[config.mk]
export PLATFORM = sky130hd
export DESIGN_NAME = pipeline_hazard_ctrl
export DESIGN_NICKNAME = d
export VERILOG_FILES = /design/src/rtl/hazard_pkg.sv /design/src/rtl/sat_counter.sv /design/src/rtl/pipeline_hazard_ctrl.sv
export SDC_FILE = /design/constraint.sdc
export NUM_CORES = 1
export LEC_CHECK = 0
export CORE_MARGIN = 1.5
export CORE_UTILIZATION = 42
export DETAILED_ROUTE_END_ITERATION = 8
export DONT_BUFFER_PORTS = 1
export HOLD_SLACK_MARGIN = 0.1
export PLACE_DENSITY = 0.57
export SLEW_MARGIN = 0
export SYNTH_ARGS = -nofsm -noshare
export SYNTH_HDL_FRONTEND = slang
export SYNTH_SLANG_ARGS = --single-unit
[constraint.sdc]
create_clock -name clk -period 2.2 [get_ports clk]
set_input_delay 0.22 -clock clk [delete_from_list [all_inputs] [get_ports clk]]
set_output_delay 0.22 -clock clk [all_outputs]
set_load 0.02 [all_outputs]
[src/rtl/hazard_pkg.sv]
`default_nettype none
// ============================================================================
// Module      : hazard_pkg
// Description : Shared types and constants for the pipeline hazard controller.
// Revision    : 1.0 - initial release
// ============================================================================
package hazard_pkg;

    typedef enum logic [1:0] {
        ST_DRAIN    = 2'd0,
        ST_RUN      = 2'd1,
        ST_MEM_WAIT = 2'd2
    } state_t;

    // Zero register: reads as zero, so it never carries a dependency.
    localparam logic [4:0] c_xzr            = 5'd31;
    localparam int         c_perf_w_default = 32;

endpackage
`default_nettype wire

[src/rtl/sat_counter.sv]
`default_nettype none
// ============================================================================
// Module      : sat_counter
// Description : Event counter that sticks at all-ones instead of wrapping.
// Revision    : 1.0 - initial release
// ============================================================================
module sat_counter #(
    parameter int PERF_W = 32
) (
    input  logic              clk,
    input  logic              reset,
    input  logic              inc,
    input  logic              clear,
    output logic [PERF_W-1:0] count
);

    logic [PERF_W-1:0] r_count;

    always_ff @(posedge clk or posedge reset) begin
        if (reset) begin
            r_count <= '0;
        end else if (clear) begin
            r_count <= '0;
        end else if (inc && (r_count != {PERF_W{1'b1}})) begin
            r_count <= r_count + PERF_W'(1);
        end
    end

    assign count = r_count;

endmodule
`default_nettype wire

[src/rtl/pipeline_hazard_ctrl.sv]
`default_nettype none
// ============================================================================
// Module      : pipeline_hazard_ctrl
// Description : Stall/flush sequencer for the 5-stage pipeline (drain after
//               reset, memory freeze, load-use bubble, taken-branch flush).
//               Optional performance counters: define HAZARD_PERF_CNT_EN.
// Revision    : 1.0 - initial release
// ============================================================================
module pipeline_hazard_ctrl
    import hazard_pkg::*;
#(
    parameter int DRAIN_CYCLES = 4,
    parameter int MEM_TIMEOUT  = 255,
    parameter int PERF_W       = c_perf_w_default
) (
    input  logic              clk,
    input  logic              reset,
    input  logic [4:0]        id_rn,
    input  logic [4:0]        id_rm,
    input  logic              id_uses_rn,
    input  logic              id_uses_rm,
    input  logic              idex_mem_read,
    input  logic [4:0]        idex_rd,
    input  logic              branch_taken,
    input  logic              dmem_req,
    input  logic              dmem_ready,
    output logic              pc_en,
    output logic              ifid_en,
    output logic              idex_en,
    output logic              exmem_en,
    output logic              memwb_en,
    output logic              ifid_flush,
    output logic              idex_bubble,
    output logic              memwb_bubble,
    output logic              mem_timeout,
    output logic [PERF_W-1:0] stall_cnt,
    output logic [PERF_W-1:0] flush_cnt,
    output logic [PERF_W-1:0] memwait_cnt
);

    localparam int c_drain_w = (DRAIN_CYCLES > 1) ? $clog2(DRAIN_CYCLES) : 1;
    localparam int c_wait_w  = $clog2(MEM_TIMEOUT + 1);

    state_t                r_state;
    state_t                w_state_next;
    logic [c_drain_w-1:0]  r_drain_cnt;
    logic [c_wait_w-1:0]   r_wait_cnt;
    logic [c_wait_w-1:0]   w_wait_inc;
    logic                  r_mem_timeout;
    logic                  w_freeze;
    logic                  w_load_use;
    logic                  w_stall_inc;
    logic                  w_flush_inc;
    logic                  w_memwait_inc;

    assign w_freeze   = dmem_req & ~dmem_ready;
    assign w_load_use = idex_mem_read & (idex_rd != c_xzr) &
                        ((id_uses_rn & (id_rn == idex_rd)) |
                         (id_uses_rm & (id_rm == idex_rd)));
    assign w_wait_inc = r_wait_cnt + c_wait_w'(1);

    always_ff @(posedge clk or posedge reset) begin
        if (reset) begin
            r_state <= ST_DRAIN;
        end else begin
            r_state <= w_state_next;
        end
    end

    always_ff @(posedge clk or posedge reset) begin
        if (reset) begin
            r_drain_cnt   <= '0;
            r_wait_cnt    <= '0;
            r_mem_timeout <= 1'b0;
        end else begin
            if (r_state == ST_DRAIN) begin
                r_drain_cnt <= r_drain_cnt + c_drain_w'(1);
            end
            // First frozen cycle restarts the count; later ones advance it.
            if ((r_state == ST_RUN) && w_freeze) begin
                r_wait_cnt <= '0;
            end else if ((r_state == ST_MEM_WAIT) && w_freeze &&
                         (r_wait_cnt != c_wait_w'(MEM_TIMEOUT))) begin
                r_wait_cnt <= w_wait_inc;
                if (w_wait_inc == c_wait_w'(MEM_TIMEOUT)) begin
                    r_mem_timeout <= 1'b1;
                end
            end
        end
    end

    always_comb begin
        w_state_next  = r_state;
        pc_en         = 1'b1;
        ifid_en       = 1'b1;
        idex_en       = 1'b1;
        exmem_en      = 1'b1;
        memwb_en      = 1'b1;
        ifid_flush    = 1'b0;
        idex_bubble   = 1'b0;
        memwb_bubble  = 1'b0;
        w_stall_inc   = 1'b0;
        w_flush_inc   = 1'b0;
        w_memwait_inc = 1'b0;

        case (r_state)
            ST_RUN, ST_MEM_WAIT: begin
                if (w_freeze) begin
                    // Hold everything upstream of MEM; WB receives a bubble.
                    pc_en         = 1'b0;
                    ifid_en       = 1'b0;
                    idex_en       = 1'b0;
                    exmem_en      = 1'b0;
                    memwb_bubble  = 1'b1;
                    w_memwait_inc = 1'b1;
                    w_state_next  = ST_MEM_WAIT;
                end else begin
                    w_state_next = ST_RUN;
                    if (w_load_use) begin
                        pc_en       = 1'b0;
                        ifid_en     = 1'b0;
                        idex_bubble = 1'b1;
                        w_stall_inc = 1'b1;
                    end else if (branch_taken) begin
                        ifid_flush  = 1'b1;
                        w_flush_inc = 1'b1;
                    end
                end
            end
            default: begin
                pc_en        = 1'b0;
                ifid_flush   = 1'b1;
                idex_bubble  = 1'b1;
                memwb_bubble = 1'b1;
                if ((r_state == ST_DRAIN) &&
                    (r_drain_cnt == c_drain_w'(DRAIN_CYCLES - 1))) begin
                    w_state_next = ST_RUN;
                end else begin
                    w_state_next = ST_DRAIN;
                end
            end
        endcase
    end

    assign mem_timeout = r_mem_timeout;

`ifdef HAZARD_PERF_CNT_EN
    sat_counter #(.PERF_W(PERF_W)) u_stall_cnt (
        .clk   (clk),
        .reset (reset),
        .inc   (w_stall_inc),
        .clear (1'b0),
        .count (stall_cnt)
    );

    sat_counter #(.PERF_W(PERF_W)) u_flush_cnt (
        .clk   (clk),
        .reset (reset),
        .inc   (w_flush_inc),
        .clear (1'b0),
        .count (flush_cnt)
    );

    sat_counter #(.PERF_W(PERF_W)) u_memwait_cnt (
        .clk   (clk),
        .reset (reset),
        .inc   (w_memwait_inc),
        .clear (1'b0),
        .count (memwait_cnt)
    );
`else
    logic w_unused_perf;
    assign w_unused_perf = w_stall_inc ^ w_flush_inc ^ w_memwait_inc;
    assign stall_cnt     = '0;
    assign flush_cnt     = '0;
    assign memwait_cnt   = '0;
`endif

endmodule
`default_nettype wire

Yosys cells after proc, flatten, opt, wreduce, memory -nomap -nowiden:

Index checks and enable logic that the tools add are counted.
W data, S select, Z words.

* register bits: 13
* memory bits (writable): 0
* input port bits: 23
* memories kept: 0
* ROM bits: 0
* output and inout bits: 105
* logic and storage cells: 50
* bits in latches: 0

* $mul: 0
* $lt $le $gt $ge: 0
* reduce and logical (&&, ||, !) cells: 8
* shift operators: 0
* equal/unequal tests: 8
* bitwise logic cells: 8
* multiplexer cells: 20
* div/mod/pow operators: 0
* add/subtract/negate cells: 2

Operator list (number)
* $mux W1: 16
* $mux W8: 2
* $eq A5 B5 Y1: 2
* $add A8 B1 Y8 const B: 1
* $eq A8 B8 Y1 const B: 1
* $ne A8 B8 Y1 const B: 1
* $and A1 B1 Y1: 5
* $ne A5 B5 Y1 const B: 1
* $eq A2 B2 Y1 const B: 2
* $logic_and A1 B1 Y1: 4
* $mux W2: 2
* $reduce_and A3 Y1: 1
* $add A2 B1 Y2 const B: 1
* $eq A2 B1 Y1 const B: 1
* $logic_not A2 Y1: 1
* $not A1 Y1: 2
* $reduce_bool A2 Y1: 1
* $reduce_or A2 Y1: 1
* $or A1 B1 Y1: 1

Depth between registers and ports, before layout:

Gate-level depths: netlist of the first run.

* word-level depth: 7
* gate-level depth with buffers: 6
* gate-level depth less buffers: 6

Worst setup path before layout of the first run:

No wires, ideal clock.

* kind: reg2reg
* from: reg r_wait_cnt[0]
* to: reg r_mem_timeout, in the netlist mem_timeout
* path slack: 0.709 ns
* period minus slack after synthesis: 1.491 ns
* required time: 2.080 ns
* data arrival time: 1.371 ns
* buffers on the path: 0
* library setup time: 0.120 ns
* stages on the path, launching flop included: 7
* cell sequence: dfrtp_1 ha_1 and3_2 nand2_1 xor2_1 o22ai_1 a31o_1

* cells in the longest elaborated chain, start to end: 3
* elaborated cells on any way between the ends: 5
* classes of those cells: add/sub: 1; eq/ne: 2; reduce/logical: 2

Ends and longest elaborated chain
* from (decl): line pipeline_hazard_ctrl.sv:47 `logic [c_wait_w-1:0] r_wait_cnt;`
* from (signal assigned): line pipeline_hazard_ctrl.sv:84 `r_wait_cnt <= w_wait_inc;`
* $add A8 B1 Y8 / $ne A8 B8 Y1 (equally long branches): line pipeline_hazard_ctrl.sv:60, pipeline_hazard_ctrl.sv:83
* $eq A8 B8 Y1 / $logic_and A1 B1 Y1 (equally long branches): line pipeline_hazard_ctrl.sv:85, pipeline_hazard_ctrl.sv:82
* $reduce_and A3 Y1 (no source line) *
* to (signal assigned): line pipeline_hazard_ctrl.sv:74 `r_mem_timeout <= 1'b0;`
* to (signal assigned): line pipeline_hazard_ctrl.sv:86 `r_mem_timeout <= 1'b1;`
* to (decl): line pipeline_hazard_ctrl.sv:49 `logic r_mem_timeout;`

Mark *: on every way between the ends. The rest lies on a longest branch, timed or not.
A chain may end at the register's enable or synchronous reset.

Worst setup path after layout of the first run:

* from: reg r_state[0]
* to: out pc_en

* cells in the longest elaborated chain, start to end: 3
* elaborated cells on any way between the ends: 4
* classes of those cells: eq/ne: 2; mux: 1; reduce/logical: 1

Ends and longest elaborated chain
* from (decl): line pipeline_hazard_ctrl.sv:44 `state_t r_state;`
* from (signal assigned): line pipeline_hazard_ctrl.sv:66 `r_state <= w_state_next;`
* $eq A2 B1 Y1 / $eq A2 B2 Y1 (equally long branches): line pipeline_hazard_ctrl.sv:106 `case (r_state)`
* $reduce_or A2 Y1 *: line pipeline_hazard_ctrl.sv:106
* $mux W1 *: line pipeline_hazard_ctrl.sv:106
* to (decl): line pipeline_hazard_ctrl.sv:27 `output logic pc_en,`

Marks and branches as above.

==> reports/metrics.yaml, run 1 <==
ir_worst_vdd_v: 0.000375
slew_headroom: 0.526
grt_max_degree: 14
gr-total-overflow: 0
synth_edf_count: 0
crit_end: "pc_en"
grt_pass1_wl_mm: 3.65
core_sq_um: 3770
globalplace.congestion: 0.735
insertion_delay_ps: 250
finalMaxSlewViolations: 0
ff2ff_setup_slack_ps: 510
hold_viol_final: 0
cp_slowest_cell: "nor2_1"
p_leak_nw: 0.761
num_antenna_cells: 0
drt-initial-drc-count: 44
clk_pin_slew_ps: 60
cp_data_required_time_ps: 1980
area_delta_synth_final_pct: -15.8
path_delay_family: "simple AND/OR/NAND/NOR gates"
wl_mm: 2.52
layout-drive-gt1-share: 0.0619
clock_skew_ps: 7.14
io_buffers: 0
cts_setup_buffers: 0
die_h_microns: 66.6
ys_warn_count: 0
post-synth-top-area-cell: "buf_4"
postRouteAntennaNets: 0
async_reset_ff_frac: 1.00
path_cells: "inv_1, ha_1, nand2_1, nor2_1"
nets: 240
grt_usage: 0.108
first_pass_iters: 4
finalSetupViolations: 0
critPathMaxFanout: 6
crit_start: "r_state[0]"
setup_tns_ps: 0
r2r_end: "r_wait_cnt[1]"
dieArea_sq_um: 4430
r2r_cells: 5
cp-end-kind: "primary output"
ys_ff_latch: 13
worst_pin_slew_ps: 704
netlist_area_sq_um: 1700
cts_root_buffer: "clkbuf_8"
cts-resized-gates: 0
worstSetupPathType: "reg2out"
cts_buffers: 3
cp-start-kind: "register"
hp-class: "in2reg"
cts.sinks: 13
rr_startpoint: "r_state[0]"
via_per_inst: 4.00
clock_path_buffers: 2
rows: 22
fp.dieW_microns: 66.6
cp.depth: 4
critical_path_buf_inv_count: 1
power_per_cell_area_nw_per_um2: 707
ys_seq_area_frac: 0.192
start_util: 0.450
antenna_found_initial: 0
max_cap_viol_count: 0
hold_start: "dmem_req"
final_util: 0.379
fmax_mhz: 548
drc_errors: 0
min_period_ps: 1820
synth.area.top_cells: "buf_4 43%, dfrtp_1 19%, xor2_1 5.2%, ha_1 4.4%, o21ai_0 3.2%"
wire_per_inst_microns: 9.77
critical_path_arrival_ps: 1600
cts_tree: "built"
num_vias: 1033
rsz0062_at_grt: "false"
postSynthCellCount: 209
num-fill-cells: 431
hpwl_mm: 2.14
htreeDepth: 1
ys.flop_type: "dfrtp_1"
grt_pass1_vias: 797
num_io_pins: 128
avgSynthCellArea_sq_um: 8.12
fin_crit_sh: 0.829
crit_path_max_incr_delay_ps: 380
outcome: "finished, final reports clean"
yosysTopAreaCellShare: 0.433
synth.distinct_cells: 35
==> cells by family (layout without fill, tap and decap cells) <==
logic type	count (synthesis)	after routing	share of synthesized area
buffers and inverters	106	12	0.452
AND/OR/NAND/NOR	39	39	0.127
AO/OA/AOI/OAI	29	29	0.108
XOR/XNOR	13	13	0.0671
flip-flops	13	13	0.192
adder cells (fa/ha/maj)	6	6	0.0442
other	2	97	0.00442
multiplexers	1	1	0.00663
==> worst reg2reg max path, stage by stage, from the launching register on <==
cell and delay, ps:
dfrtp_1 380, inv_1 80, ha_1 190, nor3b_1 520, o21ai_0 240, o21ai_0 200
==> metal layers <==
metal | routed length (microns) | GRT usage | vias up | part of all wire
li1 | - | - | 489 | -
met1 | 916 | 0.131 | 472 | 0.36
met2 | 1320 | 0.179 | 69 | 0.52
met3 | 267 | 0.0439 | 3 | 0.11
met4 | 14 | 0.0230 | 0 | 0.0056
met5 | 0 | 0 | - | 0
==> final cells by class <==
type	instances	area, sq um	area share
tap	48	60.1	0.0420
inverter	7	26.3	0.0184
clock buffer	3	41.3	0.0289
multi-input combinational	185	962	0.673
sequential	13	325	0.227
timing repair buffer	1	10.0	0.00700
clock inverter	1	5.00	0.00350
==> sequential cells by signal, indices dropped and copies added, names as in the netlist <==
name / count
r_drain_cnt: 2
r_state: 2
r_wait_cnt: 8
mem_timeout: 1
==> Yosys cell counts, types with 3 or more instances <==
library cell   n
xor2_1        10
o21ai_0       11
nand2_1       13
nor2_1         5
inv_1          7
nand3_1        5
ha_1           6
a21oi_1        5
xnor2_1        3
buf_4         98
dfrtp_1       13
nand4_1        4
==> worst min path at each step <==
stage	to	slack (ps)	cells after the start
finish	r_wait_cnt[5]	340	4
global route	r_wait_cnt[5]	350	4
CTS	r_wait_cnt[5]	340	4
detailed placement	r_wait_cnt[0]	190	1
global placement	r_wait_cnt[0]	180	1
floorplan	mem_timeout	100	1
==> power breakdown <==
| part | switching, W | internal, W | leakage, nW |
|---|---|---|---|
| Sequential | 0.0000427 | 0.000287 | 0.175 |
| Combinational | 0.000343 | 0.000114 | 0.561 |
| Clock | 0.0000974 | 0.000126 | 0.0255 |
| Total | 0.000484 | 0.000527 | 0.761 |
==> metrics by stage <==
stage                     instances  worst slack [ps]  total power (W)  cell area [sq um]  hold slack (ps)
final                           258               376          0.00101               1430              337
after global routing            258               269          0.00110               1430              352
after CTS                       258               370          0.00102               1430              337
after detailed placement        253               509         0.000795               1370              187
after global placement          253               504         0.000786               1370              185
after floorplan                 304               709         0.000873               2050             97.0
==> layout by cell type, fill, tap and decap left out, types with 3 or more instances in the layout <==
cell / count
conb_1: 97
nand2_1: 13
dfrtp_1: 13
o21ai_0: 11
xor2_1: 10
inv_1: 7
ha_1: 6
nand3_1: 5
a21oi_1: 5
nor2_1: 5
nand4_1: 4
xnor2_1: 3
clkbuf_8: 3
==> what timing repair did <==
action                                  CTS  global route
endpoints found under the setup margin    0             0
endpoints found under the hold margin    13             0
hold buffers                              1             0
(Power assumes the default switching activity.)
==> run 2: changes to the inputs <==
--- a/config.mk
+++ b/config.mk
@@ -5,6 +5,7 @@
 export SDC_FILE = /design/constraint.sdc
 export NUM_CORES = 1
 export LEC_CHECK = 0
+export ABC_AREA = 1
 export CORE_MARGIN = 1.5
 export CORE_UTILIZATION = 42
 export DETAILED_ROUTE_END_ITERATION = 8
==> constraint.sdc (replaced) <==
create_clock -name clk -period 1.7 [get_ports clk]
set_input_delay 0.17 -clock clk [delete_from_list [all_inputs] [get_ports clk]]
set_output_delay 0.17 -clock clk [all_outputs]
set_load 0.02 [all_outputs]
==> run 2 against run 1 <==
Compared with the run above: global-route usage increased by 0.76 points; critical path depth increased by 1; first-iteration DRC count decreased by 70%; clock skew decreased by 6.3 ps; critical path type unchanged.
==> reports/metrics.yaml, run 2 <==
hold_depth: 2
postRouteAntennaNets: 0
place_inst: 299
cp_data_required_time_ps: 1530
finalMaxSlewViolations: 0
post-synth-top-area-cell: "buf_4"
hold_viol_final: 0
gr-total-overflow: 0
globalplace.congestion: 0.781
synthMostInstantiatedCell: "buf_4"
wire_per_inst_microns: 7.99
hp-class: "in2reg"
drt-initial-drc-count: 13
async_reset_ff_frac: 1.00
finalSetupViolations: 0
critical_path_arrival_ps: 1430
ys_seq_area_frac: 0.187
clock_skew_ps: 0.827
min_period_ps: 1600
stdcell_area_sq_um: 1510
num-fill-cells: 445
slew_headroom: 0.664
ys_warn_count: 0
cp-start-kind: "register"
core_sq_um: 4000
antenna_found_initial: 0
grt_max_degree: 14
avgSynthCellArea_sq_um: 6.94
mostFrequentLayoutCells: "97 x conb_1, 49 x nand2_1, 36 x inv_1, 13 x nor2_1, 13 x dfrtp_1"
dieArea_sq_um: 4550
yosysTopAreaCellShare: 0.422
synth.distinct_cells: 21
layout-drive-gt1-share: 0.0669
cts_buffers: 3
hpwl_mm: 2.02
grt_busiest_layer: "met2"
first_pass_iters: 4
ys.flop_type: "dfrtp_1"
top_register: "r_wait_cnt"
cts_setup_buffers: 0
worstSetupPathType: "reg2out"
synth.area.top_cells: "buf_4 42%, dfrtp_1 19%, nand2_1 11%, inv_1 7.8%, ha_1 4.3%"
final_common_cell: "conb_1"
cts_tree: "built"
rows: 23
finalNonFillerCells: 304
grt_usage: 0.116
clk_pin_slew_ps: 50
max_cap_viol_count: 0
placed_cell_area_sq_um: 1430
rsz0062_at_grt: "false"
grt_pass1_vias: 1007
nets: 284
insertion_delay_ps: 240
cts_root_buffer: "clkbuf_8"
r2r_cells: 8
synth_edf_count: 0
htreeDepth: 1
grt_pass1_wl_mm: 4.02
wl_mm: 2.43
largest_reg_flops: 8
met2_usage: 0.218
fmax_mhz: 626
worst_pin_slew_ps: 504
postSynthCellCount: 251
clock_path_buffers: 2
netlist_area_sq_um: 1740
ir_worst_vdd_v: 0.000481
critPathMaxFanout: 5
power_per_cell_area_nw_per_um2: 954
grt_use_met1: 0.121
area_delta_synth_final_pct: -13.5
reg_top3: "r_wait_cnt (8), r_drain_cnt (2), r_state (2)"
outcome: "finished, final reports clean"
io_buffers: 0
die_h_microns: 67.4
drc_errors: 0
setup_tns_ps: 0
num_antenna_cells: 0
num_io_pins: 128
cp-end-kind: "primary output"
p_leak_nw: 0.912
via_per_inst: 3.76
num_vias: 1144
ys_ff_latch: 13
start_util: 0.436
grt_util_met3: 0.0233
fin_crit_sh: 0.939
synth_common_cells: "98 x buf_4, 49 x nand2_1, 36 x inv_1"
cts.sinks: 13
fp.dieW_microns: 67.4
==> run 2: changes by cell type after synthesis, sizes merged, moves of 5 or more <==
| cell | before | now |
|---|---|---|
| nor2 | 5 | 16 |
| nand2 | 13 | 51 |
| nand3 | 5 | 10 |
| o21ai | 14 | 5 |
| a21oi | 6 | 1 |
| xor2 | 10 | 2 |
| inv | 7 | 36 |
==> run 2: where the power goes <==
group          leakage, nW  switching (W)  internal [W]
Clock               0.0228       0.000111      0.000166
Combinational        0.720       0.000514      0.000203
Sequential           0.169      0.0000608      0.000384
==> run 2: repair_timing <==
action	in CTS	in global routing
endpoints found under the setup margin	0	3
gates resized for setup	0	3
endpoints found under the hold margin	13	0
hold buffers	1	0
==> run 2: final timing paths <==
check	to	slack, ps	from
setup / recovery	idex_en	100	r_state[0]
hold / removal	r_state[1]	250	dmem_req
setup reg to reg	r_wait_cnt[3]	270	r_wait_cnt[1]
hold reg to reg	r_drain_cnt[0]	480	r_drain_cnt[0]
max in group asynchronous	r_wait_cnt[5]	970	reset
min in group asynchronous	r_wait_cnt[1]	390	reset
==> run 2: stage by stage <==
stage	total power, W	util	setup WS (ps)	hold WS (ps)
CTS	0.00141	0.372	18.4	287
global route	0.00156	0.377	6.62	292
finish	0.00144	0.377	103	254
global placement	0.00110	0.358	279	130
detailed placement	0.00111	0.358	272	122
floorplan	0.00118	-	290	47.0
==> run 2: area by class of cell <==
type	count	area, sq um	area share
multi-input cells	199	922	0.612
flip-flops and latches	13	325	0.216
inverters	36	135	0.0896
well taps	50	62.6	0.0415
clock buffers	4	45.0	0.0299
repair buffers	2	17.5	0.0116
==> run 2: per-layer routing <==
metal	routed length, microns	part of all wire
met1	942	0.39
met4	40	0.016
met5	0	0
met3	213	0.088
met2	1230	0.51
==> run 2: cell families (layout without fill, tap and decap cells) <==
group / count (synthesis) / in the layout / synth area share
compound gates: 13 / 13 / 0.0474
buf+inv: 134 / 42 / 0.500
flops: 13 / 13 / 0.187
fa+ha+maj: 6 / 6 / 0.0431
simple gates: 79 / 79 / 0.197
mux: 1 / 1 / 0.00646
xor+xnor: 3 / 3 / 0.0151
other cells: 2 / 97 / 0.00431
==> run 2: critical path: stages, from the launching register on <==
cell and delay [ps]:
dfrtp_1 380, inv_1 120, ha_4 230, inv_1 100, nor2_2 70, inv_1 280
